==> src/rtl/syn_lb_reg_slave_if.sv <==
// Local-bus link between the host bridge (master) and a register slave.
interface syn_lb_reg_slave_if #(
  parameter int DATA_W = 32,
  parameter int ADDR_W = 8
);
  logic              lb_rd_en;
  logic              lb_wr_en;
  logic [ADDR_W-1:0] lb_addr;
  logic [DATA_W-1:0] lb_wr_data;
  logic              lb_wr_valid;
  logic              lb_rd_valid;
  logic [DATA_W-1:0] lb_rd_data;

  modport master (
    output lb_rd_en, lb_wr_en, lb_addr, lb_wr_data,
    input  lb_wr_valid, lb_rd_valid, lb_rd_data
  );

  modport slave (
    input  lb_rd_en, lb_wr_en, lb_addr, lb_wr_data,
    output lb_wr_valid, lb_rd_valid, lb_rd_data
  );
endinterface

==> src/rtl/syn_lb_reg_slave.sv <==
// Local-bus register slave: ID, CTRL, STATUS, sticky EVT (W1C), MASK, SCRATCH.
// Define SYN_LB_REG_SLAVE_ERR_CNT_EN to add the saturating ERR_CNT register at 0x06.
module syn_lb_reg_slave #(
  parameter int          DATA_W = 32,
  parameter int          ADDR_W = 8,
  parameter int          RD_LAT = 1,
  parameter logic [31:0] DEV_ID = 32'h53594E00,
  parameter int          EVT_W  = 8
) (
  input  logic                clk_ir,
  input  logic                rst_il,
  syn_lb_reg_slave_if.slave   lb,
  output logic [DATA_W-1:0]   ctrl_o,
  input  logic [DATA_W-1:0]   status_i,
  input  logic [EVT_W-1:0]    event_i,
  output logic                irq_o
);

  localparam logic [31:0]       UNMAPPED_VAL = 32'hDEADBEEF;
  localparam logic [DATA_W-1:0] ID_VAL       = DEV_ID[DATA_W-1:0];
  localparam logic [DATA_W-1:0] BAD_VAL      = UNMAPPED_VAL[DATA_W-1:0];
  localparam logic [ADDR_W-1:0] A_ID         = ADDR_W'(0);
  localparam logic [ADDR_W-1:0] A_CTRL       = ADDR_W'(1);
  localparam logic [ADDR_W-1:0] A_STATUS     = ADDR_W'(2);
  localparam logic [ADDR_W-1:0] A_EVT        = ADDR_W'(3);
  localparam logic [ADDR_W-1:0] A_MASK       = ADDR_W'(4);
  localparam logic [ADDR_W-1:0] A_SCRATCH    = ADDR_W'(5);

  logic [DATA_W-1:0] ctrl_q, ctrl_d, scratch_q, scratch_d;
  logic [EVT_W-1:0]  evt_q, evt_d, mask_q, mask_d, evtClr;
  logic              irq_q, wrValid_q;
  logic [31:0]       evtWide, maskWide;
  logic [DATA_W-1:0] rdMux;
  logic              addrMapped, rdAccept;
  logic [RD_LAT-1:0] pipeV_q;
  logic [DATA_W-1:0] pipeD_q [RD_LAT];

  assign evtWide  = 32'(evt_q);
  assign maskWide = 32'(mask_q);
  // A read colliding with a write is dropped; the write still happens.
  assign rdAccept = lb.lb_rd_en & ~lb.lb_wr_en;

`ifdef SYN_LB_REG_SLAVE_ERR_CNT_EN
  localparam logic [ADDR_W-1:0] A_ERRCNT = ADDR_W'(6);
  logic [15:0] errCnt_q, errCnt_d;
  logic [31:0] cntWide;
  logic        errEvent;

  assign cntWide = {16'h0000, errCnt_q};

  // Clear-by-write beats a same-cycle increment; the count saturates at 0xFFFF.
  always_comb begin
    errEvent = (lb.lb_rd_en & lb.lb_wr_en) | ((lb.lb_rd_en | lb.lb_wr_en) & ~addrMapped);
    errCnt_d = errCnt_q;
    if (lb.lb_wr_en && (lb.lb_addr == A_ERRCNT)) begin
      errCnt_d = '0;
    end else if (errEvent && (errCnt_q != 16'hFFFF)) begin
      errCnt_d = errCnt_q + 16'd1;
    end
  end

  always_ff @(posedge clk_ir) begin
    if (!rst_il) errCnt_q <= '0;
    else         errCnt_q <= errCnt_d;
  end
`endif

  always_comb begin
    rdMux      = BAD_VAL;
    addrMapped = 1'b1;
    case (lb.lb_addr)
      A_ID:      rdMux = ID_VAL;
      A_CTRL:    rdMux = ctrl_q;
      A_STATUS:  rdMux = status_i;
      A_EVT:     rdMux = evtWide[DATA_W-1:0];
      A_MASK:    rdMux = maskWide[DATA_W-1:0];
      A_SCRATCH: rdMux = scratch_q;
`ifdef SYN_LB_REG_SLAVE_ERR_CNT_EN
      A_ERRCNT:  rdMux = cntWide[DATA_W-1:0];
`endif
      default:   addrMapped = 1'b0;
    endcase
  end

  // Event set wins over a same-cycle write-1-to-clear.
  always_comb begin
    ctrl_d    = ctrl_q;
    mask_d    = mask_q;
    scratch_d = scratch_q;
    evtClr    = '0;
    if (lb.lb_wr_en) begin
      case (lb.lb_addr)
        A_CTRL:    ctrl_d    = lb.lb_wr_data;
        A_EVT:     evtClr    = lb.lb_wr_data[EVT_W-1:0];
        A_MASK:    mask_d    = lb.lb_wr_data[EVT_W-1:0];
        A_SCRATCH: scratch_d = lb.lb_wr_data;
        default:   ;
      endcase
    end
    evt_d = (evt_q & ~evtClr) | event_i;
  end

  always_ff @(posedge clk_ir) begin
    if (!rst_il) begin
      ctrl_q    <= '0;
      scratch_q <= '0;
      mask_q    <= '0;
      evt_q     <= '0;
      irq_q     <= 1'b0;
      wrValid_q <= 1'b0;
    end else begin
      ctrl_q    <= ctrl_d;
      scratch_q <= scratch_d;
      mask_q    <= mask_d;
      evt_q     <= evt_d;
      irq_q     <= |(evt_q & mask_q);
      wrValid_q <= lb.lb_wr_en;
    end
  end

  // Data stages load only behind a valid token so the output holds between reads.
  always_ff @(posedge clk_ir) begin
    if (!rst_il) begin
      pipeV_q <= '0;
      for (int k = 0; k < RD_LAT; k++) pipeD_q[k] <= '0;
    end else begin
      pipeV_q[0] <= rdAccept;
      if (rdAccept) pipeD_q[0] <= rdMux;
      for (int k = 1; k < RD_LAT; k++) begin
        pipeV_q[k] <= pipeV_q[k-1];
        if (pipeV_q[k-1]) pipeD_q[k] <= pipeD_q[k-1];
      end
    end
  end

  assign lb.lb_wr_valid = wrValid_q;
  assign lb.lb_rd_valid = pipeV_q[RD_LAT-1];
  assign lb.lb_rd_data  = pipeD_q[RD_LAT-1];
  assign ctrl_o         = ctrl_q;
  assign irq_o          = irq_q;

endmodule
==> src/flat_wrapper.sv <==
// flat-port wrapper written by rule: the top's interface ports become plain ports
module syn_lb_reg_slave_flat 
#(
  parameter int          DATA_W = 32,
  parameter int          ADDR_W = 8,
  parameter int          RD_LAT = 1,
  parameter logic [31:0] DEV_ID = 32'h53594E00,
  parameter int          EVT_W  = 8
)
  (clk_ir, rst_il, ctrl_o, status_i, event_i, irq_o, lb_lb_rd_en, lb_lb_wr_en, lb_lb_addr, lb_lb_wr_data, lb_lb_wr_valid, lb_lb_rd_valid, lb_lb_rd_data);
  syn_lb_reg_slave_if #(.DATA_W(DATA_W), .ADDR_W(ADDR_W)) lb_i ();
  input  logic clk_ir;
  input  logic rst_il;
  output logic [DATA_W-1:0] ctrl_o;
  input  logic [DATA_W-1:0] status_i;
  input  logic [EVT_W-1:0] event_i;
  output logic irq_o;
  input wire logic [$bits(lb_i.lb_rd_en)-1:0] lb_lb_rd_en;
  input wire logic [$bits(lb_i.lb_wr_en)-1:0] lb_lb_wr_en;
  input wire logic [$bits(lb_i.lb_addr)-1:0] lb_lb_addr;
  input wire logic [$bits(lb_i.lb_wr_data)-1:0] lb_lb_wr_data;
  output wire logic [$bits(lb_i.lb_wr_valid)-1:0] lb_lb_wr_valid;
  output wire logic [$bits(lb_i.lb_rd_valid)-1:0] lb_lb_rd_valid;
  output wire logic [$bits(lb_i.lb_rd_data)-1:0] lb_lb_rd_data;
  assign lb_i.lb_rd_en = lb_lb_rd_en;
  assign lb_i.lb_wr_en = lb_lb_wr_en;
  assign lb_i.lb_addr = lb_lb_addr;
  assign lb_i.lb_wr_data = lb_lb_wr_data;
  assign lb_lb_wr_valid = lb_i.lb_wr_valid;
  assign lb_lb_rd_valid = lb_i.lb_rd_valid;
  assign lb_lb_rd_data = lb_i.lb_rd_data;
  syn_lb_reg_slave #(.DATA_W(DATA_W), .ADDR_W(ADDR_W), .RD_LAT(RD_LAT), .DEV_ID(DEV_ID), .EVT_W(EVT_W)) u_core (.clk_ir(clk_ir), .rst_il(rst_il), .lb(lb_i), .ctrl_o(ctrl_o), .status_i(status_i), .event_i(event_i), .irq_o(irq_o));
endmodule
==> config.mk <==
export PLATFORM = sky130hd
export DESIGN_NAME = syn_lb_reg_slave_flat
export DESIGN_NICKNAME = d
export VERILOG_FILES = /design/src/rtl/syn_lb_reg_slave_if.sv /design/src/rtl/syn_lb_reg_slave.sv /design/src/flat_wrapper.sv
export SDC_FILE = /design/constraint.sdc
export NUM_CORES = 1
export LEC_CHECK = 0
export ABC_AREA = 1
export BUFFER_PORTS_ARGS = -buffer_cell sky130_fd_sc_hd__buf_2
export CORE_ASPECT_RATIO = 0.8
export CORE_MARGIN = 2
export CORE_UTILIZATION = 43
export CTS_BUF_LIST = sky130_fd_sc_hd__clkbuf_16
export CTS_CLUSTER_DIAMETER = 100
export DETAILED_ROUTE_END_ITERATION = 7
export PLACE_DENSITY = 0.71
export SYNTH_ARGS = -nofsm -noshare
export SYNTH_HDL_FRONTEND = slang
export SYNTH_SLANG_ARGS = --single-unit
==> constraint.sdc <==
create_clock -name clk_ir -period 3.1 [get_ports clk_ir]
set_input_delay 0.155 -clock clk_ir [delete_from_list [all_inputs] [get_ports clk_ir]]
set_output_delay 0.155 -clock clk_ir [all_outputs]
set_load 0.05 [all_outputs]
==> out/metrics.yaml, run 1 <==
logic_synthesis:
  synth-seq-area-share_pct: 50.8
  mappedNetlistArea_um2: 5160
  synth-edff-count: 32
  synth.area.top_cells: "dfxtp_1, edfxtp_1, o21ai_0"
  syn_inst: 659
  synthesis.nets: 743
  synth.distinct_cells: 23
  synth-seq-cells: 115
  yosysTopAreaCell: "dfxtp_1"
  yosys_warnings: 0
  yosys.cell_count.top_type: "nor2_1"
  synth_top_area_share_pct: 32.2
  synthTopCellsByCount: "nor2_1, o21ai_0, dfxtp_1, a21oi_1, inv_1"
  ys.flop_type: "dfxtp_1"
  ys_async_sr_fraction_pct: 0
  synth.avg_cell_area_um2: 7.83
timing:
  clock-skew-final_ns: 0.0153
  relSlewSlack_pct: 27.5
  hold_violations: 0
  fin_crit_ns: 1.88
  worst_pin_slew_ns: 1.08
  finalMaxSlewViolations: 0
  post-route-period-util_pct: 60.7
  grt_setup_unrepaired: "false"
  fin_tns_setup_ns: 0
  fmax_mhz: 532
  finalSetupViolCount: 0
  hold_ws_ns: 0.000983
clock_network:
  clk_path_buf_depth: 2
  cts.repair.resized: 0
  cts_tree: "done"
  clkSinkCount: 115
  cts_buffers: 17
  cts_max_level: 4
  cts_hold_buf: 13
  root_buffer: "clkbuf_16"
  cts_setup_buffers: 0
  worstSkewPairLatency_ns: 0.41
  cts.clk_slew.worst_paths_ns: 0.05
critical_path:
  crit_arrival_ns: 2.12
  rr_endpoint: "u_core.pipeD_q[0][5]"
  start_kind: "input pin"
  rr_startpoint: "u_core.ctrl_o[5]"
  criticalPathCategory: "in2reg"
  path_delay_family: "simple AND/OR/NAND/NOR gates"
  cp-end-kind: "flop"
  max_stage_delay_ns: 0.68
  crit_path_top_delay_cell: "nand2_1"
  cp_num_buf_inv: 2
  ff2ff_path_depth: 4
  cp_max_fo: 32
  reg2reg_slack_ns: 1.88
  crit_required_ns: 3.34
  path_cells: "buf_2 > inv_2 > nand2_1 > nor2_1 > nand2_1 > o21ai_0 > nor2_1 > a21oi_1"
finish:
  utilization_pct: 57.2
  multi_input_area_um2: 2040
  fin_nets: 891
  drive_gt1_share_pct: 25.5
  seq_area_um2: 2620
  nFillCells: 1079
  syn_to_final_growth_pct: 28.6
  fin_area_um2: 6630
global_route:
  overflow: 0
  antenna_found_initial: 0
  grt_max_degree: 70
  grt_pass1_wl_um: 24200
  grt_use_total_pct: 23.9
  grt_pass1_vias: 4925
placed_design:
  dp_hpwl_um: 10400
  gp_congestion: 0.875
  dpl-instance-area_um2: 5920
  io_buffers: 150
floorplanning:
  die_height_um: 102
  core-area_um2: 11600
  die_x_um: 126
  row_count: 35
  ios: 151
  dieArea_um2: 12900
  start_util_pct: 44.5
detailed_routing:
  drt-wirelength-per-cell_um: 15.9
  ant_nets: 0
  totalWireLength_um: 15400
  post-route-drc-count: 0
  drtIter0Drc: 601
  num_vias: 5154
  dr.pass1.iters: 5
  avgViaCountPerCell: 5.32
power_and_ir_drop:
  ir_worst_vdd_mv: 0.380
  power_density_nw_per_um2: 581
  p_leak_nw: 2.87
outcome:
  status: "complete, no violations"
min_path:
  whs_path_depth: 3
  min_to: "u_core.ctrl_o[15]"
  hp-start: "lb_lb_wr_data[15]"
  hp-class: "in2reg"
flow_run:
  cap_violations: 0
worst max-delay path by stage:
| stage | start | end | slack, ns | cells after the start |
|---|---|---|---|---|
| 6_report | lb_lb_addr[3] | u_core.pipeD_q[0][12] | 1.22 | 8 |
| 5_1_grt | lb_lb_addr[3] | u_core.pipeD_q[0][5] | 0.98 | 8 |
| 4_1_cts | lb_lb_addr[3] | u_core.pipeD_q[0][12] | 1.19 | 8 |
| 3_5_place_dp | lb_lb_addr[3] | u_core.pipeD_q[0][12] | 0.79 | 8 |
| 3_3_place_gp | lb_lb_addr[3] | u_core.pipeD_q[0][12] | 0.76 | 8 |
| 2_1_floorplan | lb_lb_wr_en | u_core.pipeD_q[0][0] | 0.85 | 2 |
placed cells by master (no fill, tap or decap), types with 13 or more instances in the layout:
master         Yosys  final
clkbuf_16          0     18
nand2_1           48     48
inv_1             69     69
dlygate4sd3_1      0     13
nor2_1           100    100
edfxtp_1          32     32
nand3_1           68     68
o21ai_1           18     18
buf_2             10    150
o21ai_0           93     92
a21oi_1           82     82
dfxtp_1           83     83
metal layers:
| metal | vias to the layer above | part of all wire (%) | track usage [%] |
|---|---|---|---|
| li1 | 2493 | - | - |
| met1 | 2385 | 45 | 32.9 |
| met2 | 244 | 44 | 37.5 |
| met3 | 32 | 8.4 | 4.82 |
| met4 | 0 | 1.9 | 9.21 |
| met5 | - | 0 | 0 |
cells by family after synthesis:
family / Yosys count / synth area share [%]
DFF: 115 / 50.8
AOI/OAI and AO/OA: 197 / 19.3
buffers and inverters: 115 / 9.85
and+or+nand+nor: 232 / 20.0
worst reg2reg max path, cell delays in order (launching register included):
cell and delay, ns:
dfxtp_1 0.34, nand3_1 0.09, o21ai_0 0.09, nor2_1 0.30, a21oi_1 0.12
area by class of cell:
type / instances / area share, %
Multi-Input combinational cell: 429 / 30.7
Inverter: 75 / 4.24
Tap cell: 148 / 2.79
Timing Repair Buffer: 169 / 14.0
Antenna cell: 1 / 0.0377
Sequential cell: 115 / 39.5
Clock inverter: 14 / 1.90
Clock buffer: 18 / 6.79
sequential cells by signal, indices dropped and copies added (netlist names):
| signal | flops |
|---|---|
| u_core.ctrl_o | 32 |
| u_core.evt_q | 8 |
| u_core.irq_o | 1 |
| u_core.lb.lb_rd_valid | 1 |
| u_core.lb.lb_wr_valid | 1 |
| u_core.mask_q | 8 |
| u_core.pipeD_q | 32 |
| u_core.scratch_q | 32 |
metrics by stage:
step	instances	setup slack, ns	total power (W)
2_1_floorplan	659	0.845	0.00186
3_3_place_gp	923	0.763	0.00198
3_5_place_dp	923	0.786	0.00199
4_1_cts	968	1.19	0.00386
5_1_grt	968	0.984	0.00396
6_report	969	1.22	0.00386
where the power goes:
part           switching [W]  leakage, nW  internal [W]  total [W]
Clock               0.000731        0.286       0.00116    0.00189
Combinational       0.000259         1.59     0.0000971   0.000356
Sequential         0.0000202         1.00       0.00159    0.00161
Total                0.00101         2.87       0.00285    0.00386
(Power assumes the default switching activity.)
==> run 2, diff against run 1 <==
clock period = 1.6 ns   (was 3.1 ns; I/O delays follow)
==> run 2 against run 1 <==
Net effect:
- routed wire length is 3.1% higher
- final cell count is 4.9% higher
- sequential share of layout area is 2.3 points lower
- first-iteration DRC count is 41% lower
- clock skew is 0.0088 ns lower
- via count is 2.8% higher
- combinational power is 120% higher
- global-route usage is 0.28 points higher
- sequential power is 94% higher
- register-to-register slack worse by 1.4 ns
- hold slack better by 0.027 ns
- count of clock-buffer cells in the layout stayed put
- critical path type unchanged
- highest routed layer unchanged
==> out/metrics.yaml, run 2 (synthesis results as in run 1) <==
outcome:
  status: "complete, no violations"
power_and_ir_drop:
  intPower_w: 0.00534  # +88%
  power_density_nw_per_um2: 1010  # +74%
  power_w: 0.00714  # +85%
  p_clk_share_pct: 45.5  # -3.4 points
  power_switching_w: 0.00180  # +79%
  p_leak_nw: 3.10  # +7.7%
  power_frac_seq_pct: 43.8  # +2.0 points
  switching_share_pct: 25.3  # -0.94 points
  share_comb_of_total_power_pct: 10.8  # +1.6 points
  ir_worst_vdd_mv: 0.727  # +91%
finish:
  syn_to_final_growth_pct: 36.7
  fin_nets: 939  # +5.4%
  layout_common_cells: "buf_2, nor2_1, o21ai_0, dfxtp_1, a21oi_1"
  final_common_cell: "buf_2"
  drive_gt1_share_pct: 25.5  # -0.027 points
  n_antenna_cell: 0  # -1
  nFillCells: 1059  # -1.9%
  fin_area_um2: 7050  # +6.3%
timing:
  fin_crit_ns: 1.23
  relSlewSlack_pct: 60.7  # +33 points
  grt_setup_unrepaired: "false"
  fmax_mhz: 813
  worst_pin_slew_ns: 0.590  # -0.495 ns
  post-route-period-util_pct: 76.9
  clock-skew-final_ns: 0.00652  # -0.00878 ns
  finalMaxSlewViolations: 0  # unchanged
  finalSetupViolCount: 0  # unchanged
  hold_violations: 0  # unchanged
detailed_routing:
  wl_met1_um: 7110  # +2.2%
  avgViaCountPerCell: 5.21  # -2.0%
  top_layer_used: "met4"
  num_vias: 5298  # +2.8%
  dr.pass1.iters: 5  # unchanged
  wl_met3_um: 1090  # -16%
  wl_met2_um: 7410  # +8.4%
  drt-wirelength-per-cell_um: 15.6  # -1.7%
  totalWireLength_um: 15900  # +3.1%
  drtIter0Drc: 352  # -41%
  post-route-drc-count: 0  # unchanged
  ant_nets: 0  # unchanged
critical_path:
  cp-end-kind: "flop"
  rr_startpoint: "u_core.ctrl_o[3]"
  max_stage_delay_ns: 0.23  # -0.45 ns
  crit_path_top_delay_cell: "buf_4"
  crit_cells: 9  # +1
  start_kind: "input pin"
  ff2ff_path_depth: 4  # unchanged
  critical_path.startpoint: "lb_lb_addr[5]"
  cp_num_buf_inv: 4  # +2
  criticalPathCategory: "in2reg"
  cp_max_fo: 34  # +6.3%
  path_delay_family: "buffers and inverters"
  path_cells: "buf_2 > inv_1 > nand2_1 > nor2_4 > buf_12 > o21ai_1 > nand3_2 > buf_4 > a21oi_1"
  crit_required_ns: 1.73  # -1.61 ns
  crit_arrival_ns: 1.36  # -0.76 ns
  crit_end: "u_core.pipeD_q[0][23]"
  rr_endpoint: "u_core.pipeD_q[0][3]"
  reg2reg_slack_ns: 0.51  # -1.37 ns
floorplanning:
  ios: 151  # unchanged
  row_count: 35  # unchanged
  core-area_um2: 11600  # unchanged
  die_x_um: 126  # unchanged
  start_util_pct: 44.5  # unchanged
  die_height_um: 102  # unchanged
  dieArea_um2: 12900  # unchanged
clock_network:
  cts_max_level: 4  # unchanged
  worstSkewPairLatency_ns: 0.40  # about the same
  cts_setup_buffers: 0  # unchanged
  cts.clk_slew.worst_paths_ns: 0.05  # about the same
  cts_tree: "done"
  clk_path_buf_depth: 2  # unchanged
  clkSinkCount: 115  # unchanged
  cts_buffers: 17  # unchanged
  cts.repair.resized: 0  # unchanged
  root_buffer: "clkbuf_16"
  cts_hold_buf: 40  # +27
flow_run:
  cap_violations: 0  # unchanged
placed_design:
  gp_congestion: 0.877  # +0.24%
  io_buffers: 150  # unchanged
  dpl-instance-area_um2: 6140  # +3.7%
  dp_hpwl_um: 10800  # +3.7%
global_route:
  grt_max_degree: 66  # -5.7%
  overflow: 0  # unchanged
  grt_pass1_vias: 4859  # -1.3%
  grt_pass1_wl_um: 24200  # about the same
  grt_use_total_pct: 24.2  # +0.28 points
  antenna_found_initial: 0  # unchanged
min_path:
  hp-class: "in2reg"
run 2: cell types whose count changed in the layout (fill, tap and decap cells not counted), sizes merged:
cell / previous run / this run
dlygate4sd3: 13 / 40
buf: 156 / 177
inv: 80 / 81
diode: 1 / 0
bufinv: 1 / 0
run 2: power groups by stage:
stage | logic (W) | registers, W | clock network, W
floorplan | 0.000171 | 0.00343 | 0
global placement | 0.000679 | 0.00318 | 0
detailed placement | 0.000688 | 0.00318 | 0
global route | 0.000814 | 0.00313 | 0.00342
finish | 0.000768 | 0.00313 | 0.00325
CTS | 0.000766 | 0.00312 | 0.00328
run 2: worst min-delay path by stage:
stage                                       end  slack [ns]         startpoint  cells after the start
final                     u_core.lb.lb_rd_valid        0.03        lb_lb_wr_en                      2
after global routing      u_core.lb.lb_rd_valid        0.03        lb_lb_wr_en                      2
after CTS                 u_core.lb.lb_rd_valid       0.003        lb_lb_wr_en                      2
after detailed placement      u_core.ctrl_o[15]        0.33  lb_lb_wr_data[15]                      3
after global placement        u_core.ctrl_o[13]        0.32  lb_lb_wr_data[13]                      3
after floorplan           u_core.lb.lb_rd_valid        0.18        lb_lb_wr_en                      1
run 2: worst reg2reg max path, cell delays in order (launching register included):
cell	delay (ns)
dfxtp_1	0.38
nand3_1	0.09
o21ai_0	0.08
nor2_1	0.07
a21oi_1	0.27
run 2: per-layer routing:
layer | track usage, % | up-vias
li1 | - | 2591
met2 | 39.9 | 246
met3 | 5.39 | 21
met5 | 0 | -
met1 | 31.5 | 2440
met4 | 9.30 | 0
run 2: cell type report:
cell class                      instances  area, um^2  area share [%]
Inverter                               75         282            3.99
Tap cell                              148         185            2.63
Clock buffer                           18         450            6.39
Sequential cell                       115        2620            37.2
Multi-Input combinational cell        429        2040            28.9
Clock inverter                         14        57.6           0.816
Timing Repair Buffer                  217        1420            20.1
run 2: metrics by stage:
stage | hold slack (ns) | worst slack, ns | setup TNS, ns | instances | utilization [%]
after floorplan | 0.175 | 0.0132 | 0 | 659 | -
after global placement | 0.318 | 0.0388 | 0 | 944 | 52.9
after detailed placement | 0.327 | -0.0403 | -0.225 | 944 | 52.9
after CTS | 0.00336 | 0.384 | 0 | 1016 | 60.8
after global routing | 0.0259 | 0.293 | 0 | 1016 | 60.8
final | 0.0276 | 0.370 | 0 | 1016 | 60.8
==> run 3, diff against run 2 <==
PLACE_DENSITY = 0.68   (was 0.71)
clock period = 1.2 ns   (was 1.6 ns; I/O delays follow)
==> run 3 against run 2 <==
Net effect:
- first-iteration DRC count rose by 16%
- clock skew rose by 0.0036 ns
- core utilization rose by 2.8 points
- combinational power rose by 39%
- critical path type is now reg2reg
- critical endpoint is now u_core.pipeD_q[0][6]
==> out/metrics.yaml, run 3 (synthesis results as in run 1) <==
clock_network:
  cts_tree: "done"
  worstSkewPairLatency_ns: 0.41  # about the same
  clk_path_buf_depth: 2  # unchanged
  cts_buffers: 17  # unchanged
  cts.clk_slew.worst_paths_ns: 0.05  # about the same
  cts_max_level: 4  # unchanged
  clkSinkCount: 115  # unchanged
  root_buffer: "clkbuf_16"
  cts_setup_buffers: 0  # unchanged
critical_path:
  ff2ff_path_depth: 4  # unchanged
  cp_max_fo: 3  # -91%
  rr_endpoint: "u_core.pipeD_q[0][6]"
  cp-end-kind: "flop"
  crit_path_top_delay_cell: "dfxtp_1"
  rr_startpoint: "u_core.ctrl_o[6]"
  start_kind: "flop"
  crit_end: "u_core.pipeD_q[0][6]"
  max_stage_delay_ns: 0.33  # +0.10 ns
  reg2reg_slack_ns: 0.04  # -0.47 ns
  criticalPathCategory: "reg2reg"
  crit_required_ns: 1.35  # -0.38 ns
  path_cells: "nand3_1 > o21ai_0 > nor2_1 > a21oi_1"
  critical_path.startpoint: "u_core.ctrl_o[6]"
  crit_arrival_ns: 1.31  # -0.05 ns
placed_design:
  pre_cts_ws_ns: -0.454  # -0.414 ns
  dpl-instance-area_um2: 6370  # +3.7%
  dp_hpwl_um: 10900  # +1.1%
  io_buffers: 150  # unchanged
  gp_congestion: 0.907  # +3.3%
global_route:
  antenna_found_initial: 1  # +1
  overflow: 0  # unchanged
  grt_pass1_vias: 5124  # +5.5%
  grt_max_degree: 66  # unchanged
  grt_pass1_wl_um: 25100  # +3.6%
  grt_use_total_pct: 25.0  # +0.86 points
finish:
  fin_area_um2: 7370  # +4.6%
  final_common_cell: "buf_2"
  layout_common_cells: "buf_2, nor2_1, o21ai_0, dfxtp_1, a21oi_1"
  fin_nets: 961  # +2.3%
  drive_gt1_share_pct: 28.3  # +2.9 points
  syn_to_final_growth_pct: 43.0
  nFillCells: 1014  # -4.2%
detailed_routing:
  avgViaCountPerCell: 5.23  # +0.31%
  num_vias: 5440  # +2.7%
  drt-wirelength-per-cell_um: 15.5  # -0.64%
  ant_nets: 0  # unchanged
  totalWireLength_um: 16100  # +1.7%
  post-route-drc-count: 0  # unchanged
  dr.pass1.iters: 5  # unchanged
  drtIter0Drc: 409  # +16%
floorplanning:
  die_height_um: 102  # unchanged
  dieArea_um2: 12900  # unchanged
  row_count: 35  # unchanged
  core-area_um2: 11600  # unchanged
  die_x_um: 126  # unchanged
  start_util_pct: 44.5  # unchanged
  ios: 151  # unchanged
timing:
  post-route-period-util_pct: 96.9
  hold_violations: 0  # unchanged
  fin_crit_ns: 1.16
  clock-skew-final_ns: 0.0101  # +0.00356 ns
  relSlewSlack_pct: 74.6  # +14 points
  finalMaxSlewViolations: 0  # unchanged
  worst_pin_slew_ns: 0.380  # -0.210 ns
  finalSetupViolCount: 0  # unchanged
  fmax_mhz: 860
  grt_setup_unrepaired: "false"
  fin_ws_ns: 0.0371  # -0.333 ns
outcome:
  status: "complete, no violations"
power_and_ir_drop:
  power_density_nw_per_um2: 1380  # +36%
  ir_worst_vdd_mv: 0.914  # +26%
  p_leak_nw: 3.26  # +5.1%
min_path:
  hp-class: "in2reg"
flow_run:
  cap_violations: 0  # unchanged
## run 3: changes by cell type in the layout (fill, tap and decap cells not counted), sizes merged
cell,delta
buf,+22
inv,-1
diode,+2
clkbuf,+3
clkinv,-3
clkinvlp,+1
## run 3: metal layers
metal / vias up / share of wire [%] / track usage, %
met5: - / 0 / 0
met1: 2536 / 44 / 32.9
li1: 2634 / - / -
met3: 30 / 7.2 / 4.66
met4: 0 / 2.6 / 11.2
met2: 240 / 46 / 40.8
## run 3: area by class of cell
cell class              count  area (um^2)  area share [%]
clock buffers              21          526            7.13
clock inverters            11         66.3           0.899
repair buffers            239         1640            22.3
flip-flops and latches    115         2620            35.6
multi-input cells         429         2040            27.7
inverters                  75          282            3.82
diodes                      2         5.00          0.0679
well taps                 148          185            2.51
## run 3: per-stage QoR
| step | util, % | TNS, ns | hold WS (ns) | total power (W) | instances |
|---|---|---|---|---|---|
| floorplan | - | 0 | 0.155 | 0.00480 | 659 |
| global placement | 54.9 | -20.81 | 0.295 | 0.00519 | 966 |
| detailed placement | 54.9 | -25.05 | 0.305 | 0.00520 | 966 |
| CTS | 63.5 | 0 | 0.0812 | 0.0102 | 1038 |
| global route | 63.5 | 0 | 0.0906 | 0.0104 | 1039 |
| finish | 63.5 | 0 | 0.0923 | 0.0102 | 1040 |
## run 3: report_power, final
group	switching (W)	internal, W	total (W)
combinational	0.000697	0.000371	0.00107
clock	0.00182	0.00312	0.00494
sequential	0.0000542	0.00411	0.00417
## run 3: worst min path at each step
stage                                  endpoint               from  depth (start not counted)
final                     u_core.lb.lb_rd_valid             rst_il                          4
after global routing      u_core.lb.lb_rd_valid             rst_il                          4
after CTS                 u_core.lb.lb_rd_valid             rst_il                          4
after detailed placement      u_core.ctrl_o[13]  lb_lb_wr_data[13]                          3
after global placement        u_core.ctrl_o[12]  lb_lb_wr_data[12]                          3
after floorplan           u_core.lb.lb_rd_valid        lb_lb_wr_en                          1
## run 3: worst max-delay path, delay by kind of cell (launching register included)
kind               cells  cell delay [ns]
and+or+nand+nor        2             0.35
DFF                    1             0.33
AOI/OAI and AO/OA      2             0.21
## run 3: what timing repair did
item | CTS | global route
hold endpoints to repair | 77 | 0
resized for setup | 1 | 1
hold buffers | 40 | 0
setup endpoints to repair | 1 | 2
pin swaps | 0 | 2
gates cloned | 0 | 0
